==> config.mk <==
export PLATFORM = sky130hd
export DESIGN_NAME = alu_share_arbiter
export DESIGN_NICKNAME = d
export VERILOG_FILES = /design/src/rtl/alu_share_arbiter.sv
export SDC_FILE = /design/constraint.sdc
export NUM_CORES = 1
export LEC_CHECK = 0
export ABC_CLOCK_PERIOD_IN_PS = 1600
export CORE_ASPECT_RATIO = 0.7
export CORE_UTILIZATION = 41
export DETAILED_ROUTE_END_ITERATION = 10
export MAX_ROUTING_LAYER = met4
export PLACE_DENSITY = 0.79
export SYNTH_ARGS = -nofsm -noshare
export SYNTH_HDL_FRONTEND = slang
export SYNTH_SLANG_ARGS = --single-unit
==> constraint.sdc <==
create_clock -name clk -period 1.6 [get_ports clk]
set_input_delay 0.24 -clock clk [delete_from_list [all_inputs] [get_ports clk]]
set_output_delay 0.24 -clock clk [all_outputs]
set_load 0.05 [all_outputs]
==> src/rtl/alu_share_arbiter.sv <==
// -----------------------------------------------------------------------------
// alu_share_arbiter
//
// Shares one external combinational ALU between two requesters. A round-robin
// arbiter accepts one command at a time over a valid/ready handshake, registers
// the opcode and operands, presents them to the ALU for exactly one cycle,
// captures the result, and returns it over the owning requester's response
// handshake. Only one operation is in flight at any time.
//
// Ports
//   clk, rst_n                  clock, asynchronous active-low reset
//   reqN_valid/ready            command handshake for requester N (N = 0, 1)
//   reqN_op/a/b                 opcode (0 SUM, 1 SUB, 2 AND, 3 OR, 4 SHL,
//                               5 SHR, 6/7 illegal) and operands
//   rspN_valid/ready            response handshake for requester N
//   rsp_data, rsp_err           shared result bus; err flags an illegal opcode
//   alu_op/a/b, alu_r           interface to the shared combinational ALU
//   busy                        high whenever an operation is in flight
//   done_cnt                    completed response handshakes (wrapping)
// -----------------------------------------------------------------------------
module alu_share_arbiter #(
   parameter int WIDTH = 8,
   parameter int CNT_W = 16
) (
   input  logic             clk,
   input  logic             rst_n,
   input  logic             req0_valid,
   output logic             req0_ready,
   input  logic [2:0]       req0_op,
   input  logic [WIDTH-1:0] req0_a,
   input  logic [WIDTH-1:0] req0_b,
   input  logic             req1_valid,
   output logic             req1_ready,
   input  logic [2:0]       req1_op,
   input  logic [WIDTH-1:0] req1_a,
   input  logic [WIDTH-1:0] req1_b,
   output logic             rsp0_valid,
   input  logic             rsp0_ready,
   output logic             rsp1_valid,
   input  logic             rsp1_ready,
   output logic [WIDTH-1:0] rsp_data,
   output logic             rsp_err,
   output logic [2:0]       alu_op,
   output logic [WIDTH-1:0] alu_a,
   output logic [WIDTH-1:0] alu_b,
   input  logic [WIDTH-1:0] alu_r,
   output logic             busy,
   output logic [CNT_W-1:0] done_cnt
);

   typedef enum logic [1:0] {
      IDLE = 2'd0,
      EXEC = 2'd1,
      RESP = 2'd2
   } state_t;

   localparam logic [CNT_W-1:0] CNT_ONE = CNT_W'(1);

   state_t           state_q, state_d;
   logic             last_grant_q, last_grant_d;
   logic             id_q, id_d;
   logic [2:0]       op_q, op_d;
   logic [WIDTH-1:0] a_q, a_d;
   logic [WIDTH-1:0] b_q, b_d;
   logic [WIDTH-1:0] rsp_data_q, rsp_data_d;
   logic             rsp_err_q, rsp_err_d;
   logic             rsp0_valid_q, rsp0_valid_d;
   logic             rsp1_valid_q, rsp1_valid_d;
   logic [CNT_W-1:0] done_cnt_q, done_cnt_d;

   logic             grant;
   logic             req_hs;
   logic             rsp_hs;

   function automatic logic is_legal_op(input logic [2:0] op);
      return (op <= 3'd5);
   endfunction

   // Round-robin: a contested cycle goes to whoever was not served last;
   // an uncontested one goes to the only requester asking.
   always_comb begin
      grant = req1_valid;
      if (req0_valid && req1_valid) begin
         grant = ~last_grant_q;
      end
   end

   assign req0_ready = (state_q == IDLE) && !grant && req0_valid;
   assign req1_ready = (state_q == IDLE) &&  grant && req1_valid;
   assign req_hs     = req0_ready || req1_ready;

   // Only the owning requester's ready can complete a response; a ready on
   // the idle side is ignored.
   assign rsp_hs = (rsp0_valid_q && rsp0_ready) || (rsp1_valid_q && rsp1_ready);

   always_comb begin
      state_d      = state_q;
      last_grant_d = last_grant_q;
      id_d         = id_q;
      op_d         = op_q;
      a_d          = a_q;
      b_d          = b_q;
      rsp_data_d   = rsp_data_q;
      rsp_err_d    = rsp_err_q;
      rsp0_valid_d = rsp0_valid_q;
      rsp1_valid_d = rsp1_valid_q;
      done_cnt_d   = done_cnt_q;

      unique case (state_q)
         // Accept: latch the winning command
         IDLE: begin
            if (req_hs) begin
               id_d         = grant;
               last_grant_d = grant;
               op_d         = grant ? req1_op : req0_op;
               a_d          = grant ? req1_a  : req0_a;
               b_d          = grant ? req1_b  : req0_b;
               state_d      = EXEC;
            end
         end
         // Execute: ALU sees the latched operands, result captured at the edge
         EXEC: begin
            if (is_legal_op(op_q)) begin
               rsp_data_d = alu_r;
               rsp_err_d  = 1'b0;
            end else begin
               rsp_data_d = '0;
               rsp_err_d  = 1'b1;
            end
            if (id_q) begin
               rsp1_valid_d = 1'b1;
            end else begin
               rsp0_valid_d = 1'b1;
            end
            state_d = RESP;
         end
         // Respond: hold the result until the owner takes it
         RESP: begin
            if (rsp_hs) begin
               rsp0_valid_d = 1'b0;
               rsp1_valid_d = 1'b0;
               done_cnt_d   = done_cnt_q + CNT_ONE;
               state_d      = IDLE;
            end
         end
         default: begin
            state_d = IDLE;
         end
      endcase
   end

   always_ff @(posedge clk or negedge rst_n) begin
      if (!rst_n) begin
         state_q <= IDLE;
      end else begin
         state_q <= state_d;
      end
   end

   always_ff @(posedge clk or negedge rst_n) begin
      if (!rst_n) begin
         last_grant_q <= 1'b1;
         id_q         <= 1'b0;
         op_q         <= '0;
         a_q          <= '0;
         b_q          <= '0;
         rsp_data_q   <= '0;
         rsp_err_q    <= 1'b0;
         rsp0_valid_q <= 1'b0;
         rsp1_valid_q <= 1'b0;
         done_cnt_q   <= '0;
      end else begin
         last_grant_q <= last_grant_d;
         id_q         <= id_d;
         op_q         <= op_d;
         a_q          <= a_d;
         b_q          <= b_d;
         rsp_data_q   <= rsp_data_d;
         rsp_err_q    <= rsp_err_d;
         rsp0_valid_q <= rsp0_valid_d;
         rsp1_valid_q <= rsp1_valid_d;
         done_cnt_q   <= done_cnt_d;
      end
   end

   // The ALU is fed straight from the operand registers, so its inputs are
   // glitch-free and simply hold their last values outside EXEC.
   assign alu_op     = op_q;
   assign alu_a      = a_q;
   assign alu_b      = b_q;
   assign rsp_data   = rsp_data_q;
   assign rsp_err    = rsp_err_q;
   assign rsp0_valid = rsp0_valid_q;
   assign rsp1_valid = rsp1_valid_q;
   assign busy       = (state_q != IDLE);
   assign done_cnt   = done_cnt_q;

endmodule

# Word-level counts from Yosys, hierarchy flattened
# Index checks and enable logic that the tools add are counted.
# word_totals
regBits,50
in_bits,52
# op_classes
eq_ne,6
n_bitwise,1
magnitude_cmp,1
n_mux,14
n_addsub,1
reduce_logical,18
# op_table
cell,n
two-way mux 8 bit,3
adder 16 x 1 -> 16 bit (second input constant),1
inequality test 2 bit (second input constant),4
logical AND 1 bit,7
one-hot mux 2 bit (3 select lines),1
AND reduction 2 bit,3
AND reduction 3 bit,2
two-way mux 1 bit,5
two-way mux 2 bit,2
one-hot mux 1 bit (2 select lines),2
nonzero test 2 bit,2
less-or-equal comparator 3 bit (second input constant),1
two-way mux 3 bit,1
== test 2 x 1 -> 1 bit (second input constant),1
== test 2 bit (second input constant),1
logical NOT 2 bit,1
logical OR 1 bit,2
logical NOT 1 bit,1
inverter 1 bit,1

# Longest topological paths before layout
# logic_depth
word_depth,8
ltp_mapped,5
mapped_depth_nobuf,5

# Least setup slack after synthesis
# No wires, ideal clock.
# synth_path
kind,register to register
start,register done_cnt_q[0] (netlist: done_cnt[0])
end,register done_cnt_q[14] (netlist: done_cnt[14])
t_arrival_ns,1.724
setup_slack_ns,-0.204
stages_incl_launch_ff,6
required_ns,1.520
n_path_buf,0
cell_sequence,dfrtp_1 > ha_1 > nand3_1 > or3_4 > nor3_2 > xnor2_1
# synth_between
elab_chain_len,1
# synth_rtl
element,line,rtl
start: declaration,69,"logic [CNT_W-1:0] done_cnt_q, done_cnt_d;"
start signal: assignment,182,done_cnt_q <= done_cnt_d;
adder 16 x 1 -> 16 bit,142,done_cnt_d = done_cnt_q + CNT_ONE;
# Every way passes these cells.
# A chain may end at the register's enable or synchronous reset.

# Worst setup path in the final report
# layout_path
start,input req1_valid
end,output req1_ready
# layout_between
elab_chain_len,4
# layout_rtl
element,line,rtl
start: declaration,32,"input logic req1_valid,"
logical AND 1 bit,83,if (req0_valid && req1_valid) begin
two-way mux 1 bit,83,
logical AND 1 bit,89,assign req1_ready = (state_q == IDLE) && grant && req1_valid;
logical AND 1 bit *,89,
end: declaration,33,"output logic req1_ready,"
# Mark *: on every way between the ends. The rest lies on a longest branch, timed or not.

==> results.md <==
- Placed cells: 369
- Worst Path Max Fanout: 3
- FILL cells: 380
- ANT cells: 0
- Final Hold Fails: 0
- Initial core utilization: 44.34%
- Leak: 1.583 nW
- R2R depth: 5
- Share of cells above drive strength 1: 30.32%
- Worst setup EP type: output port
- Vias in the first global route: 1725
- Status: finished, final reports clean
- Commonest non-fill, non-tap cell in the layout: buf_4
- Clock buffer depth: 2
- Nets: 362
- Syn Nets: 248
- Synth Cell Area: 0.002213 sq mm
- Vias: 1813
- Most frequent cells in the layout: buf_4, clkdlybuf4s50_1, dfrtp_1
- Post-synth top area share: 55.40%
- Die area: 0.005701 sq mm
- Yosys reg bits: 50
- Top cells by area in the synthesized netlist: dfrtp_1, mux2i_1, a21oi_1
- Grt total ovfl: 0
- WL/cell: 13.56 um
- Largest net degree at the start of global routing: 40
- Gr usage total: 19.50%
- Yosys cell types: 33
- Area occupied by multi-input gates: 922.1 sq um
- CTS sink count: 50
- First-pass GRT wire length: 8556 um
- P&R area growth vs syn: 55.91%
- Core ar.: 0.004992 sq mm
- Worst stage delay on the critical path: 0.50 ns
- Slew Limit Fails: 0
- Setup crit start kind: input pin
- Final design utilization: 69.12%
- H-tree depth: 2
- Critical Path RT: 1.36 ns
- Synth Area in Compound Gates: 11.48%
- Cells after Synth: 195
- I/O pin total: 101
- Final period util: 99.64%
- Pwr dens: 1894 mW/mm^2
- Leading area contributor after synthesis: dfrtp_1
- Crit-path leading delay family: buffers and inverters
- # setup viols final: 0
- Vias per inst: 4.784
- Post-synthesis sequential area ratio: 56.59%
- Tmin final: 1.594 ns
- Synth Area in Adders: 0.5653%
- Min-delay worst type: in -> async
- WP depth: 4
- CTS Root Cell: clkbuf_8
- Worst Tran Pin Value: 0.4986 ns
- Post-synthesis mux area share: 9.101%
- RSZ-0062 raised after global routing: yes
- Max Clock Skew: 0.006861 ns
- Total CTS buffers: 5
- Worst skew pair latency: 0.29 ns
- GPL Wtd Cong: 0.7813
- Achievable Freq: 627.3 MHz
- CTS tree: yes
- Drt pass-1 iters: 4
- Initial DRC Count: 58
- Avg Cell Area, Syn: 11.35 sq um
- CTS clock-pin slew for the worst setup and hold paths: 0.08 ns
- Worst VDD drop: 0.0009281 V
- Port bufs: 100
- CP Buf/Inv Count: 2
- Core Rows: 21
- Die width: 89.82 um
- Dpl hpwl: 4052 um
- Cell Chain, Critical Path: clkdlybuf4s50_1 > a21boi_4 > and2_1 > buf_12
- Yosys warns: 0
- Largest family of logic cells by synthesized area: simple AND/OR/NAND/NOR gates
- Max-Cap Viols: 0
- Final wirelength: 5139 um
- Initial antenna violation count: 0
- Detail Route Antenna Nets: 0
- CP Data Arrival Time: 1.35 ns
- Final hold slack: 0.4331 ns
- Slew margin rel.: 66.76%
- Post-route DRC: 0
- Post-synthesis xor/xnor area fraction: 5.936%
- CP Class: in -> out
- Simple-Gate Fraction of Synth Area: 13.62%
- Register area: 0.001266 sq mm
- Final Power: 6.537 mW
- Die Span Y: 63.48 um
- Fin cells: 379
- Slowest cell on crit path: clkdlybuf4s50_1
-- power by group --
part	internal (mW)	switching, mW	leakage (nW)	total [mW]
clock network	0.353	0.371	0.0455	0.724
registers	1.76	0.362	0.585	2.12
logic	1.26	2.43	0.952	3.69
-- final timing paths --
path	end	slack [ns]	from
min in group clk	id_q	0.48	id_q
min reg2reg	id_q	0.48	id_q
max in group asynchronous	alu_a[2]	0.62	rst_n
max reg2reg	done_cnt[10]	0.11	done_cnt[0]
max	req1_ready	0.006	req1_valid
min	alu_a[0]	0.43	rst_n
-- Yosys cell counts --
cell type and n:
mux2_2 1, nand2b_1 2, nor3_1 3, clkbuf_1 1, and4b_2 1, or3_4 2
ha_1 1, nand2_1 7, xnor2_1 8, nand3_1 4, nor4_4 1, nand4_1 2
nand4_4 1, nor2_1 25, a21o_1 1, nor3_2 1, o21a_1 1, o21ai_0 6
nand3_2 1, mux2i_1 19, and2_1 2, xor2_1 7, dfrtp_1 49, nor4_1 1
and3_1 1, a22oi_2 1, buf_2 6, a21oi_2 1, a21oi_1 22, a22o_1 8
inv_1 7, dfstp_2 1, a21boi_1 1
-- cell type report --
type | count | area share (%)
Inverter | 7 | 0.7614
Sequential cell | 50 | 36.69
Multi-Input combinational cell | 131 | 26.72
Tap cell | 69 | 2.502
Clock buffer | 8 | 2.611
Timing Repair Buffer | 114 | 30.71
-- sequential cells by signal, summed over array words and instances, names as in the netlist --
| name | count |
|---|---|
| rsp_data | 8 |
| rsp_err | 1 |
| rsp1_valid | 1 |
| rsp0_valid | 1 |
| alu_op | 3 |
| done_cnt | 16 |
| alu_b | 8 |
| state_q | 2 |
| last_grant_q | 1 |
| id_q | 1 |
| alu_a | 8 |
-- per-layer routing --
metal | vias up | share of wire (%) | global-route usage (%)
met2 | 57 | 46 | 29.33
met1 | 849 | 48 | 27.22
met3 | 4 | 5.3 | 4.589
li1 | 903 | - | -
met4 | 0 | 0.82 | 3.689
met5 | - | 0 | -
-- repair_timing --
item	CTS	global route
gates resized for setup	4	2
endpoints found under the hold margin	18	0
hold buffers	1	0
setup buffers	1	0
gates cloned	0	0
endpoints found under the setup margin	2	2
-- worst reg2reg max path: stages, from the launching register on --
cell and delay (ns):
dfrtp_2 0.41, ha_1 0.18, nand3_1 0.10, or3_4 0.42, nor2_1 0.15, xor2_1 0.16
-- stage by stage --
stage / TNS (ns) / setup slack [ns] / area (sq um)
floorplan: -0.02613 / -0.01865 / 2227
global placement: -0.2255 / -0.03230 / 3322
detailed placement: -0.5490 / -0.06925 / 3322
CTS: 0 / 0.001896 / 3448
global route: -0.06235 / -0.03753 / 3451
finish: 0 / 0.005817 / 3451
-- kinds of logic after synthesis --
kind of cell,Yosys count
adders and majority gates,1
and+or+nand+nor,54
AOI/OAI and AO/OA,41
xor gates and xnor gates,15
DFF,50
buffers and inverters,14
muxes,20
No activity file was read; power rests on OpenSTA's default activity.
